`src/rtl/rf2p_fifo_ctrl_pkg.sv`:
```
// Shared definitions for the rf2p_fifo_ctrl FIFO controller.
// Includes the address/counter sizing helper and the memory enable polarities.
package rf2p_fifo_ctrl_pkg;

   localparam logic MEM_EN_ACTIVE = 1'b0;
   localparam logic MEM_EN_IDLE   = 1'b1;

   // Ceiling log2, never below 1 so a width is always legal.
   function automatic int unsigned clogb2(input int unsigned value);
      int unsigned res;
      res = 0;
      while ((64'd1 << res) < 64'(value)) begin
         res++;
      end
      return (res == 0) ? 1 : res;
   endfunction

endpackage

```
`src/rtl/rf2p_fifo_obuf.sv`:
```
// Two-entry output buffer (head + skid) that absorbs the one-cycle read latency
// of the register file so the FIFO can pop every cycle without bubbles.
module rf2p_fifo_obuf #(
   parameter int unsigned L_data = 17
) (
   input  logic              clk,
   input  logic              rst,
   input  logic              cap_valid,
   input  logic [L_data-1:0] cap_data,
   input  logic              pop,
   output logic [1:0]        cnt,
   output logic [L_data-1:0] head
);

   logic [1:0]        cnt_q, cnt_d, cnt_kept;
   logic [L_data-1:0] head_q, head_d, skid_q, skid_d;

   always_comb begin
      head_d   = head_q;
      skid_d   = skid_q;
      cnt_kept = cnt_q - {1'b0, pop};
      if (pop) begin
         head_d = skid_q;
      end
      // A captured word lands behind whatever survives this cycle's pop.
      if (cap_valid) begin
         if (cnt_kept == 2'd0) begin
            head_d = cap_data;
         end else begin
            skid_d = cap_data;
         end
      end
      cnt_d = cnt_kept + {1'b0, cap_valid};
   end

   always_ff @(posedge clk) begin
      if (rst) begin
         cnt_q <= '0;
      end else begin
         cnt_q <= cnt_d;
      end
   end

   always_ff @(posedge clk) begin
      head_q <= head_d;
      skid_q <= skid_d;
   end

   assign cnt  = cnt_q;
   assign head = head_q;

endmodule

```
`src/rtl/rf2p_fifo_ctrl.sv`:
```
// Valid/ready FIFO controller driving an external 2-port register file.
// Define RF2P_FIFO_STATS_EN to add the hwm and ovf_sticky statistics outputs.
module rf2p_fifo_ctrl
   import rf2p_fifo_ctrl_pkg::*;
#(
   parameter int unsigned DEPTH  = 16,
   parameter int unsigned L_data = 17,
   parameter int unsigned L_addr = clogb2(DEPTH),
   parameter int unsigned L_cnt  = clogb2(DEPTH + 3)
) (
   input  logic              clk,
   input  logic              rst,
   input  logic              in_valid,
   output logic              in_ready,
   input  logic [L_data-1:0] in_data,
   output logic              out_valid,
   input  logic              out_ready,
   output logic [L_data-1:0] out_data,
   output logic              mem_wEn,
   output logic [L_addr-1:0] mem_wAddr,
   output logic [L_data-1:0] mem_wData,
   output logic              mem_rEn,
   output logic [L_addr-1:0] mem_rAddr,
   input  logic [L_data-1:0] mem_rData,
   output logic [L_cnt-1:0]  count
`ifdef RF2P_FIFO_STATS_EN
   ,
   output logic [L_cnt-1:0]  hwm,
   output logic              ovf_sticky
`endif
);

   localparam logic [L_cnt-1:0]  DepthCnt = L_cnt'(DEPTH);
   localparam logic [L_addr-1:0] LastAddr = L_addr'(DEPTH - 1);

   logic [L_addr-1:0] wptr_q, wptr_d, rptr_q, rptr_d;
   logic [L_cnt-1:0]  mcnt_q, mcnt_d;
   logic              inflight_q;
   logic [1:0]        obuf_cnt;
   logic              push, pop, rd;

   assign in_ready  = (mcnt_q < DepthCnt) & ~rst;
   assign push      = in_valid & in_ready;
   assign out_valid = (obuf_cnt != 2'd0);
   assign pop       = out_valid & out_ready;
   // obuf_cnt + inflight - pop < 2, rearranged so nothing underflows.
   assign rd = ~rst & (mcnt_q != '0) &
               ((3'(obuf_cnt) + 3'(inflight_q)) < (3'd2 + 3'(pop)));

   always_comb begin
      wptr_d = wptr_q;
      rptr_d = rptr_q;
      if (push) begin
         wptr_d = (wptr_q == LastAddr) ? '0 : wptr_q + 1'b1;
      end
      if (rd) begin
         rptr_d = (rptr_q == LastAddr) ? '0 : rptr_q + 1'b1;
      end
      mcnt_d = mcnt_q + L_cnt'(push) - L_cnt'(rd);
   end

   always_ff @(posedge clk) begin
      if (rst) begin
         wptr_q     <= '0;
         rptr_q     <= '0;
         mcnt_q     <= '0;
         inflight_q <= 1'b0;
      end else begin
         wptr_q     <= wptr_d;
         rptr_q     <= rptr_d;
         mcnt_q     <= mcnt_d;
         inflight_q <= rd;
      end
   end

   rf2p_fifo_obuf #(
      .L_data (L_data)
   ) u_obuf (
      .clk       (clk),
      .rst       (rst),
      .cap_valid (inflight_q),
      .cap_data  (mem_rData),
      .pop       (pop),
      .cnt       (obuf_cnt),
      .head      (out_data)
   );

   assign mem_wEn   = push ? MEM_EN_ACTIVE : MEM_EN_IDLE;
   assign mem_wAddr = wptr_q;
   assign mem_wData = in_data;
   assign mem_rEn   = rd ? MEM_EN_ACTIVE : MEM_EN_IDLE;
   assign mem_rAddr = rptr_q;
   assign count     = mcnt_q + L_cnt'(inflight_q) + L_cnt'(obuf_cnt);

`ifdef RF2P_FIFO_STATS_EN
   logic [L_cnt-1:0] hwm_q;
   logic             ovf_q;

   always_ff @(posedge clk) begin
      if (rst) begin
         hwm_q <= '0;
         ovf_q <= 1'b0;
      end else begin
         hwm_q <= (count > hwm_q) ? count : hwm_q;
         ovf_q <= ovf_q | (in_valid & ~in_ready);
      end
   end

   assign hwm        = hwm_q;
   assign ovf_sticky = ovf_q;
`endif

endmodule

```
`config.mk`:
```
export PLATFORM = sky130hd
export DESIGN_NAME = rf2p_fifo_ctrl
export DESIGN_NICKNAME = d
export VERILOG_FILES = /design/src/rtl/rf2p_fifo_ctrl_pkg.sv /design/src/rtl/rf2p_fifo_obuf.sv /design/src/rtl/rf2p_fifo_ctrl.sv
export SDC_FILE = /design/constraint.sdc
export NUM_CORES = 1
export LEC_CHECK = 0
export ABC_AREA = 1
export BUFFER_PORTS_ARGS = -buffer_cell sky130_fd_sc_hd__buf_2
export CORE_MARGIN = 2
export CORE_UTILIZATION = 31
export CTS_BUF_LIST = sky130_fd_sc_hd__clkbuf_2 sky130_fd_sc_hd__clkbuf_4 sky130_fd_sc_hd__clkbuf_8
export DETAILED_ROUTE_END_ITERATION = 8
export GPL_TIMING_DRIVEN = 0
export PLACE_DENSITY = 0.5
export SYNTH_ARGS = -nofsm -noshare
export SYNTH_HDL_FRONTEND = slang
export SYNTH_HIERARCHICAL = 1
export SYNTH_SLANG_ARGS = --single-unit
```
`constraint.sdc`:
```
create_clock -name clk -period 3.2 [get_ports clk]
set_clock_uncertainty 0.2 [all_clocks]
set_input_delay 0.96 -clock clk [delete_from_list [all_inputs] [get_ports clk]]
set_output_delay 0.96 -clock clk [all_outputs]
set_load 0.02 [all_outputs]
```
==> impl_metrics.py, run 1 <==
metrics = {
    "pwr": {
        "powerDensity_nw_per_um2": 964,
        "leakagePower_nw": 1.56,
        "irDropWorstVdd_uv": 361,
        "p_total_w": 0.00299,
    },
    "floorplanning": {
        "start_util_pct": 32.4,
        "num_rows": 32,
        "pin_count": 89,
        "die_w_um": 94.3,
        "core_area_um2": 7810,
        "die_h_um": 94.3,
        "die-area_um2": 8900,
    },
    "clocking": {
        "ctsHoldBuffers": 0,
        "cts_buffer_depth": 2,
        "cts_sinks": 50,
        "tritoncts": "built",
        "cts_resized": 0,
        "clk_latency_ns": 0.30,
        "htreeDepth": 2,
        "cts_buffers": 5,
        "clkTransAtPathRegs_ns": 0.09,
        "cts_root_buf": "clkbuf_8",
        "post-cts-setup-buffers": 0,
    },
    "placed_design": {
        "pre_cts_ws_ns": 0.00830,
        "routabilityCongestion": 0.779,
        "hpwl_mm": 3.90,
        "place_area_um2": 3010,
        "portBuffers": 71,
    },
    "detailed_routing": {
        "drtPass1Iterations": 4,
        "routed_wl_mm": 5.33,
        "final_antenna_net_count": 0,
        "vias": 2095,
        "vias_per_cell": 4.30,
        "drtIter0Drc": 60,
        "drc_errors": 0,
        "post_drt_wl_per_cell_um": 10.9,
    },
    "grt": {
        "grt_max_degree": 18,
        "track_usage_pct": 12.5,
        "grt_pass1_wl_mm": 8.83,
        "grt-ovfl-total": 0,
        "grt_antenna_before_repair": 0,
        "grt_pass1_vias": 1911,
    },
    "synth": {
        "avgSynthCellArea_um2": 8.26,
        "synth.distinct_cells": 26,
        "synth_edf_count": 17,
        "syn_nets": 360,
        "yosysWarnings": 6,
        "synth-compound-area-share_pct": 7.57,
        "ys_ff_latch": 50,
        "synthMuxAreaShare_pct": 0,
        "post_synth_xor_area_fraction_pct": 1.73,
        "ys_seq_area_share_pct": 46.3,
        "syn_inst": 306,
        "synth_top_family_by_area": "simple AND/OR/NAND/NOR gates",
        "ys.flop_type": "dfxtp_1",
        "yosys.area_share.simple_pct": 21.5,
        "syn_area_um2": 2530,
        "synth_adder_area_share_pct": 8.81,
        "async_flop_share_pct": 0,
    },
    "timing": {
        "rsz0062_at_grt": "no",
        "slew_headroom_pct": 39.7,
        "period_share_pct": 93.9,
        "post-route-min-period_ns": 3.00,
        "hold_viol_final": 0,
        "setup_viol": 0,
        "layout_setup_ws_ns": 0.196,
        "clock.fmax_mhz": 333,
        "setup_tns_ns": 0,
        "final-max-slew-violation-count": 0,
        "tightest_slew_ns": 0.903,
    },
    "worst_setup_path": {
        "path_class": "reg2out",
        "start_kind": "flop",
        "cp-end-kind": "output port",
        "arrival_ns": 1.84,
        "required_ns": 2.04,
        "cp_max_fo": 4,
    },
    "cells_and_area": {
        "final_cell_mix": "nand2_1, buf_2, inv_1",
        "finalInstanceArea_um2": 3100,
        "nets": 438,
        "n_antenna_cell": 0,
        "syn_to_final_growth_pct": 22.8,
        "layout-drive-gt1-share_pct": 29.6,
        "final_common_cell": "nand2_1",
    },
    "hold_path": {
        "hold_class": "reg2reg",
    },
    "flow_run": {
        "drv_cap": 0,
    },
    "status": {
        "status": "completed",
    },
}
power by group:
| group | internal, W | switching [W] |
|---|---|---|
| registers | 0.000912 | 0.000142 |
| logic | 0.000538 | 0.00103 |
| clock network | 0.000154 | 0.000221 |
critical path: stages (launching register included):
cell     delay (ns)
dfxtp_1        0.40
inv_1          0.08
fa_1           0.39
inv_1          0.09
fa_1           0.20
nand2_1        0.07
xnor2_1        0.14
buf_2          0.18
sequential cells by signal (all words and copies together), names as in the netlist:
register and flops:
u_obuf/head 17, u_obuf/skid_q 17, mcnt_q 5, mem_rAddr 4, mem_wAddr 4, u_obuf/cnt 2, inflight_q 1
synthesized netlist by cell type, types with 3 or more instances:
cell type  number  area [um^2]
nand3_1        27          135
nor2_1         16         60.1
fa_1            3         60.1
buf_4          18          135
dfxtp_1        33          661
o21ai_1         3         15.0
inv_2           4         15.0
xor2_1          3         26.3
ha_1           13          163
a21oi_1        12         60.1
inv_1          44          165
o21ai_0        19         95.1
edfxtp_1       17          510
nand2_1        77          289
buf_2           4         20.0
metrics by stage:
step,util [%],instances,hold WS (ns)
floorplan,-,306,0.305
global placement,38.6,479,0.285
detailed placement,38.6,479,0.295
CTS,39.8,487,0.315
global route,39.8,487,0.369
finish,39.8,487,0.309
per-layer routing:
| metal | track usage, % | wire [um] | vias up |
|---|---|---|---|
| met4 | 3.26 | 45 | 0 |
| li1 | - | - | 1107 |
| met1 | 15.6 | 2350 | 920 |
| met3 | 3.53 | 409 | 4 |
| met2 | 21.3 | 2520 | 64 |
| met5 | 0 | 0 | - |
logic make-up after synthesis:
| kind of cell | after synthesis |
|---|---|
| AO/OA/AOI/OAI | 37 |
| XOR/XNOR | 5 |
| adder cells (fa/ha/maj) | 16 |
| buffers and inverters | 73 |
| flip-flops | 50 |
| AND/OR/NAND/NOR | 125 |
final cells by class:
| class | count | area [um^2] |
|---|---|---|
| repair buffers | 71 | 355 |
| clock inverters | 3 | 21.3 |
| multi-input cells | 183 | 1000 |
| flip-flops and latches | 50 | 1170 |
| fillers | 820 | 4700 |
| well taps | 102 | 128 |
| clock buffers | 5 | 68.8 |
| inverters | 48 | 180 |
| plain buffers | 25 | 176 |
path summary, 6_finish.rpt:
kind	from	end	slack, ns	cells past startpoint
worst max register to register	inflight_q$_SDFF_PP0_	mcnt_q[4]$_SDFF_PP0_	0.58	14
worst min-delay path	mem_wAddr[2]$_SDFFE_PP0P_	mem_wAddr[2]$_SDFFE_PP0P_	0.31	2
worst min register to register	mem_wAddr[2]$_SDFFE_PP0P_	mem_wAddr[2]$_SDFFE_PP0P_	0.31	2
worst max-delay path	inflight_q$_SDFF_PP0_	count[4]	0.20	7
Power figures use the tool's default switching activity.
==> inputs of run 2 (changes only) <==
==> constraint.sdc (replaced) <==
create_clock -name clk -period 3.2 [get_ports clk]
set_clock_uncertainty 0.2 [all_clocks]
set_input_delay 0.32 -clock clk [delete_from_list [all_inputs] [get_ports clk]]
set_output_delay 0.32 -clock clk [all_outputs]
set_load 0.02 [all_outputs]
==> impl_metrics.py, run 2 (same netlist as run 1, synthesis figures left out) <==
metrics = {
    "floorplanning": {
        "die_w_um": 94.3,
        "num_rows": 32,
        "start_util_pct": 32.4,
        "core_area_um2": 7810,
        "pin_count": 89,
        "die_h_um": 94.3,
        "die-area_um2": 8900,
    },
    "detailed_routing": {
        "post_drt_wl_per_cell_um": 10.8,
        "final_antenna_net_count": 0,
        "drtIter0Drc": 62,
        "drtPass1Iterations": 4,
        "drc_errors": 0,
        "routed_wl_mm": 5.39,
        "vias_per_cell": 4.27,
        "vias": 2131,
    },
    "timing": {
        "hold_viol_final": 0,
        "setup_tns_ns": 0,
        "tightest_slew_ns": 0.895,
        "rsz0062_at_grt": "no",
        "clock.fmax_mhz": 382,
        "period_share_pct": 81.9,
        "final-max-slew-violation-count": 0,
        "slew_headroom_pct": 40.3,
        "setup_viol": 0,
        "post-route-min-period_ns": 2.62,
    },
    "pwr": {
        "powerDensity_nw_per_um2": 933,
        "leakagePower_nw": 1.61,
        "irDropWorstVdd_uv": 361,
    },
    "cells_and_area": {
        "finalCoreUtilization_pct": 41.3,
        "num-fill-cells": 810,
        "n_antenna_cell": 0,
        "final_cell_mix": "nand2_1, buf_2, inv_1",
        "syn_to_final_growth_pct": 27.5,
        "nets": 450,
        "multi_input_area_um2": 1000,
        "fin_cells": 499,
        "area.sequential_um2": 1170,
        "layout-drive-gt1-share_pct": 28.7,
        "final_common_cell": "nand2_1",
    },
    "worst_setup_path": {
        "path_cells": "ha_1 > ha_1 > nand2_1 > nand3_4 > inv_2 > nand2_2 > nand2_1 > ha_1 > fa_1 > nand2_1 > a21oi_1 > nor2_1 > o21ai_0 > a21oi_1",
        "critPathLaunch": "inflight_q$_SDFF_PP0_",
        "cp_slowest_stage_delay_ns": 0.39,
        "path_class": "reg2reg",
        "required_ns": 3.24,
        "cp_slowest_cell": "fa_1",
        "r2r-start": "inflight_q$_SDFF_PP0_",
        "cp_top_family": "adder cells",
        "start_kind": "flop",
        "arrival_ns": 2.66,
        "cp-end-kind": "flop",
        "cp_max_fo": 8,
        "critPathBufInv": 1,
    },
    "clocking": {
        "post-cts-setup-buffers": 0,
        "htreeDepth": 2,
        "cts_buffers": 5,
        "tritoncts": "built",
        "cts_resized": 0,
        "clk_latency_ns": 0.30,
        "clkTransAtPathRegs_ns": 0.10,
        "cts_root_buf": "clkbuf_8",
        "cts_sinks": 50,
        "cts_buffer_depth": 2,
        "ctsHoldBuffers": 10,
    },
    "grt": {
        "grt_max_degree": 18,
        "grt_antenna_before_repair": 0,
        "grt_pass1_vias": 1961,
        "track_usage_pct": 12.7,
        "grt-ovfl-total": 0,
        "grt_pass1_wl_mm": 8.99,
    },
    "status": {
        "status": "completed",
    },
    "placed_design": {
        "place_inst": 479,
        "hpwl_mm": 3.90,
        "portBuffers": 71,
        "routabilityCongestion": 0.779,
    },
    "hold_path": {
        "hold_start": "mem_rData[3]",
        "hold_class": "in2reg",
    },
    "flow_run": {
        "drv_cap": 0,
    },
}
-- run 2: changes by cell type in the layout (fill, tap and decap cells not counted) --
cell / before / now
dlygate4sd3_1: 0 / 12
-- run 2: layout make-up --
cell class | count | share of cell area, %
buffer | 25 | 5.47
clock buffer | 5 | 2.13
clock inverter | 3 | 0.660
inverter | 48 | 5.59
multi-input combinational | 183 | 31.1
sequential | 50 | 36.3
tap | 102 | 3.96
timing repair buffer | 83 | 14.7
-- run 2: stage by stage --
stage	hold slack (ns)	setup slack, ns	cell area, um^2	power, W
floorplan	0.189	0.681	2530	0.00220
global placement	0.285	0.0912	3010	0.00264
detailed placement	0.295	0.544	3010	0.00266
CTS	0.000681	0.526	3200	0.00306
global route	0.00124	0.362	3220	0.00331
finish	0.0138	0.580	3220	0.00301
-- run 2: final timing paths --
check,slack (ns),cells past startpoint,endpoint
min,0.01,1,u_obuf/skid_q[3]$_DFFE_PP_
max,0.58,14,mcnt_q[4]$_SDFF_PP0_
max reg2reg,0.58,14,mcnt_q[4]$_SDFF_PP0_
min reg2reg,0.31,2,mem_wAddr[2]$_SDFFE_PP0P_
-- run 2: power by group --
part / switching [W] / leakage, nW / internal, W
Clock: 0.000221 / 0.0441 / 0.000154
Combinational: 0.00103 / 1.13 / 0.000548
Sequential: 0.000142 / 0.431 / 0.000912
-- run 2: metal layers --
| metal | global-route usage, % | vias up | share of wire, % |
|---|---|---|---|
| li1 | - | 1131 | - |
| met1 | 15.9 | 933 | 45 |
| met2 | 21.7 | 63 | 47 |
| met3 | 3.53 | 4 | 7.4 |
| met4 | 3.26 | 0 | 0.83 |
| met5 | 0 | - | 0 |
==> inputs of run 3 (changes only) <==
--- a/config.mk
+++ b/config.mk
@@ -12,7 +12,7 @@
 export CTS_BUF_LIST = sky130_fd_sc_hd__clkbuf_2 sky130_fd_sc_hd__clkbuf_4 sky130_fd_sc_hd__clkbuf_8
 export DETAILED_ROUTE_END_ITERATION = 8
 export GPL_TIMING_DRIVEN = 0
-export PLACE_DENSITY = 0.5
+export PLACE_DENSITY = 0.52
 export SYNTH_ARGS = -nofsm -noshare
 export SYNTH_HDL_FRONTEND = slang
 export SYNTH_HIERARCHICAL = 1
==> constraint.sdc (replaced) <==
create_clock -name clk -period 2.2 [get_ports clk]
set_clock_uncertainty 0.2 [all_clocks]
set_input_delay 0.22 -clock clk [delete_from_list [all_inputs] [get_ports clk]]
set_output_delay 0.22 -clock clk [all_outputs]
set_load 0.02 [all_outputs]
==> impl_metrics.py, run 3 (same netlist as run 1, synthesis figures left out) <==
metrics = {
    "placed_design": {
        "pre_cts_ws_ns": -0.335,
        "place_area_um2": 3060,
        "routabilityCongestion": 0.785,
        "portBuffers": 71,
        "hpwl_mm": 3.93,
    },
    "floorplanning": {
        "die_w_um": 94.3,
        "die-area_um2": 8900,
        "start_util_pct": 32.4,
        "num_rows": 32,
        "core_area_um2": 7810,
        "pin_count": 89,
        "die_h_um": 94.3,
    },
    "detailed_routing": {
        "post_drt_wl_per_cell_um": 11.4,
        "drtPass1Iterations": 4,
        "routed_wl_mm": 6.04,
        "vias": 2248,
        "drc_errors": 0,
        "vias_per_cell": 4.23,
        "final_antenna_net_count": 0,
        "drtIter0Drc": 56,
    },
    "timing": {
        "hold_viol_final": 0,
        "slew_headroom_pct": 78.8,
        "tightest_slew_ns": 0.318,
        "setup_viol": 3,
        "period_share_pct": 106,
        "rsz0062_at_grt": "yes",
        "post-route-min-period_ns": 2.33,
        "final-max-slew-violation-count": 0,
        "layout_setup_ws_ns": -0.135,
        "clock.fmax_mhz": 428,
    },
    "status": {
        "violations": "setup timing",
        "status": "complete, but fails checks",
    },
    "clocking": {
        "cts_buffers": 5,
        "clkTransAtPathRegs_ns": 0.09,
        "htreeDepth": 2,
        "cts_buffer_depth": 2,
        "tritoncts": "built",
        "cts_sinks": 50,
        "clk_latency_ns": 0.30,
        "cts_root_buf": "clkbuf_8",
    },
    "grt": {
        "track_usage_pct": 13.4,
        "grt_pass1_wl_mm": 9.37,
        "grt_antenna_before_repair": 0,
        "grt-ovfl-total": 0,
        "grt_pass1_vias": 2125,
        "grt_max_degree": 17,
    },
    "cells_and_area": {
        "final_common_cell": "buf_2",
        "n_antenna_cell": 0,
        "final_cell_mix": "buf_2, nand2_1, buf_4",
        "syn_to_final_growth_pct": 46.7,
        "nets": 482,
        "finalInstanceArea_um2": 3710,
        "layout-drive-gt1-share_pct": 41.5,
    },
    "hold_path": {
        "hold_class": "in2reg",
    },
    "worst_setup_path": {
        "path_class": "reg2reg",
        "start_kind": "flop",
        "cp_slowest_stage_delay_ns": 0.38,
        "cp-end-kind": "flop",
        "cp_max_fo": 3,
        "cp_slowest_cell": "dfxtp_4",
        "path_cells": "ha_4 > ha_4 > nand2_4 > nand3_4 > inv_4 > nand2_4 > nand2_2 > ha_4 > fa_2 > nand2_2 > a21oi_2 > nor2_1 > o21ai_1 > a21oi_1",
        "critPathBufInv": 1,
        "required_ns": 2.25,
        "arrival_ns": 2.38,
        "crit_top_cell": "ha_4",
        "cp_top_family": "adder cells",
    },
    "pwr": {
        "irDropWorstVdd_uv": 672,
        "leakagePower_nw": 1.79,
        "powerDensity_nw_per_um2": 1410,
    },
    "flow_run": {
        "drv_cap": 0,
    },
}
run 3: worst reg2reg max path, stage by stage, from the launching register on:
cell	delay, ns
dfxtp_4	0.38
ha_4	0.16
ha_4	0.27
nand2_4	0.05
nand3_4	0.10
inv_4	0.05
nand2_4	0.06
nand2_2	0.07
ha_4	0.16
fa_2	0.34
nand2_2	0.08
a21oi_2	0.05
nor2_1	0.12
o21ai_1	0.09
a21oi_1	0.11
run 3: where the power goes:
part	total (W)	internal, W	switching [W]
registers	0.00157	0.00135	0.000220
clock network	0.000582	0.000259	0.000322
logic	0.00309	0.00133	0.00176
run 3: path summary, 6_finish.rpt:
check / from / to / slack, ns / depth (start not counted)
max: inflight_q$_SDFF_PP0_ / mcnt_q[4]$_SDFF_PP0_ / -0.13 / 14
min: rst / mcnt_q[0]$_SDFF_PP0_ / 0.02 / 2
max reg2reg: inflight_q$_SDFF_PP0_ / mcnt_q[4]$_SDFF_PP0_ / -0.13 / 14
min reg2reg: mem_wAddr[2]$_SDFFE_PP0P_ / mem_wAddr[2]$_SDFFE_PP0P_ / 0.31 / 2
run 3: repair_timing:
action / CTS / global route
hold buffers: 17 / 0
hold endpoints to repair: 34 / 0
buffers inserted: 22 / 6
pin swaps: 14 / 7
cloned: 0 / 0
gates resized for setup: 26 / 26
setup endpoints to repair: 25 / 26
run 3: metal layers:
layer  wire, um  share of wire, %  up-vias  track usage [%]
met5          0                 0        -                0
met4         97               1.6        0             4.47
met3        409               6.8       12             3.53
met2       3070                51       61             24.5
met1       2460                41      979             15.0
li1           -                 -     1196                -
run 3: layout make-up:
type	instances	area [um^2]
Sequential cell	50	1190
Tap cell	102	128
Buffer	25	180
Inverter	48	188
Clock inverter	2	17.5
Fill cell	799	4100
Clock buffer	6	82.6
Timing Repair Buffer	115	769
Multi-Input combinational cell	183	1160
run 3: metrics by stage:
step | TNS (ns) | hold slack [ns] | util (%) | instances | total power (W)
global route | -0.715 | 0.0158 | 47.5 | 531 | 0.00568
finish | -0.174 | 0.0151 | 47.5 | 531 | 0.00524
detailed placement | -6.14 | 0.215 | 39.1 | 479 | 0.00392
global placement | -6.00 | 0.215 | 39.1 | 479 | 0.00388
CTS | -0.133 | 0.0111 | 46.0 | 526 | 0.00499
floorplan | -0.123 | 0.0838 | - | 306 | 0.00326
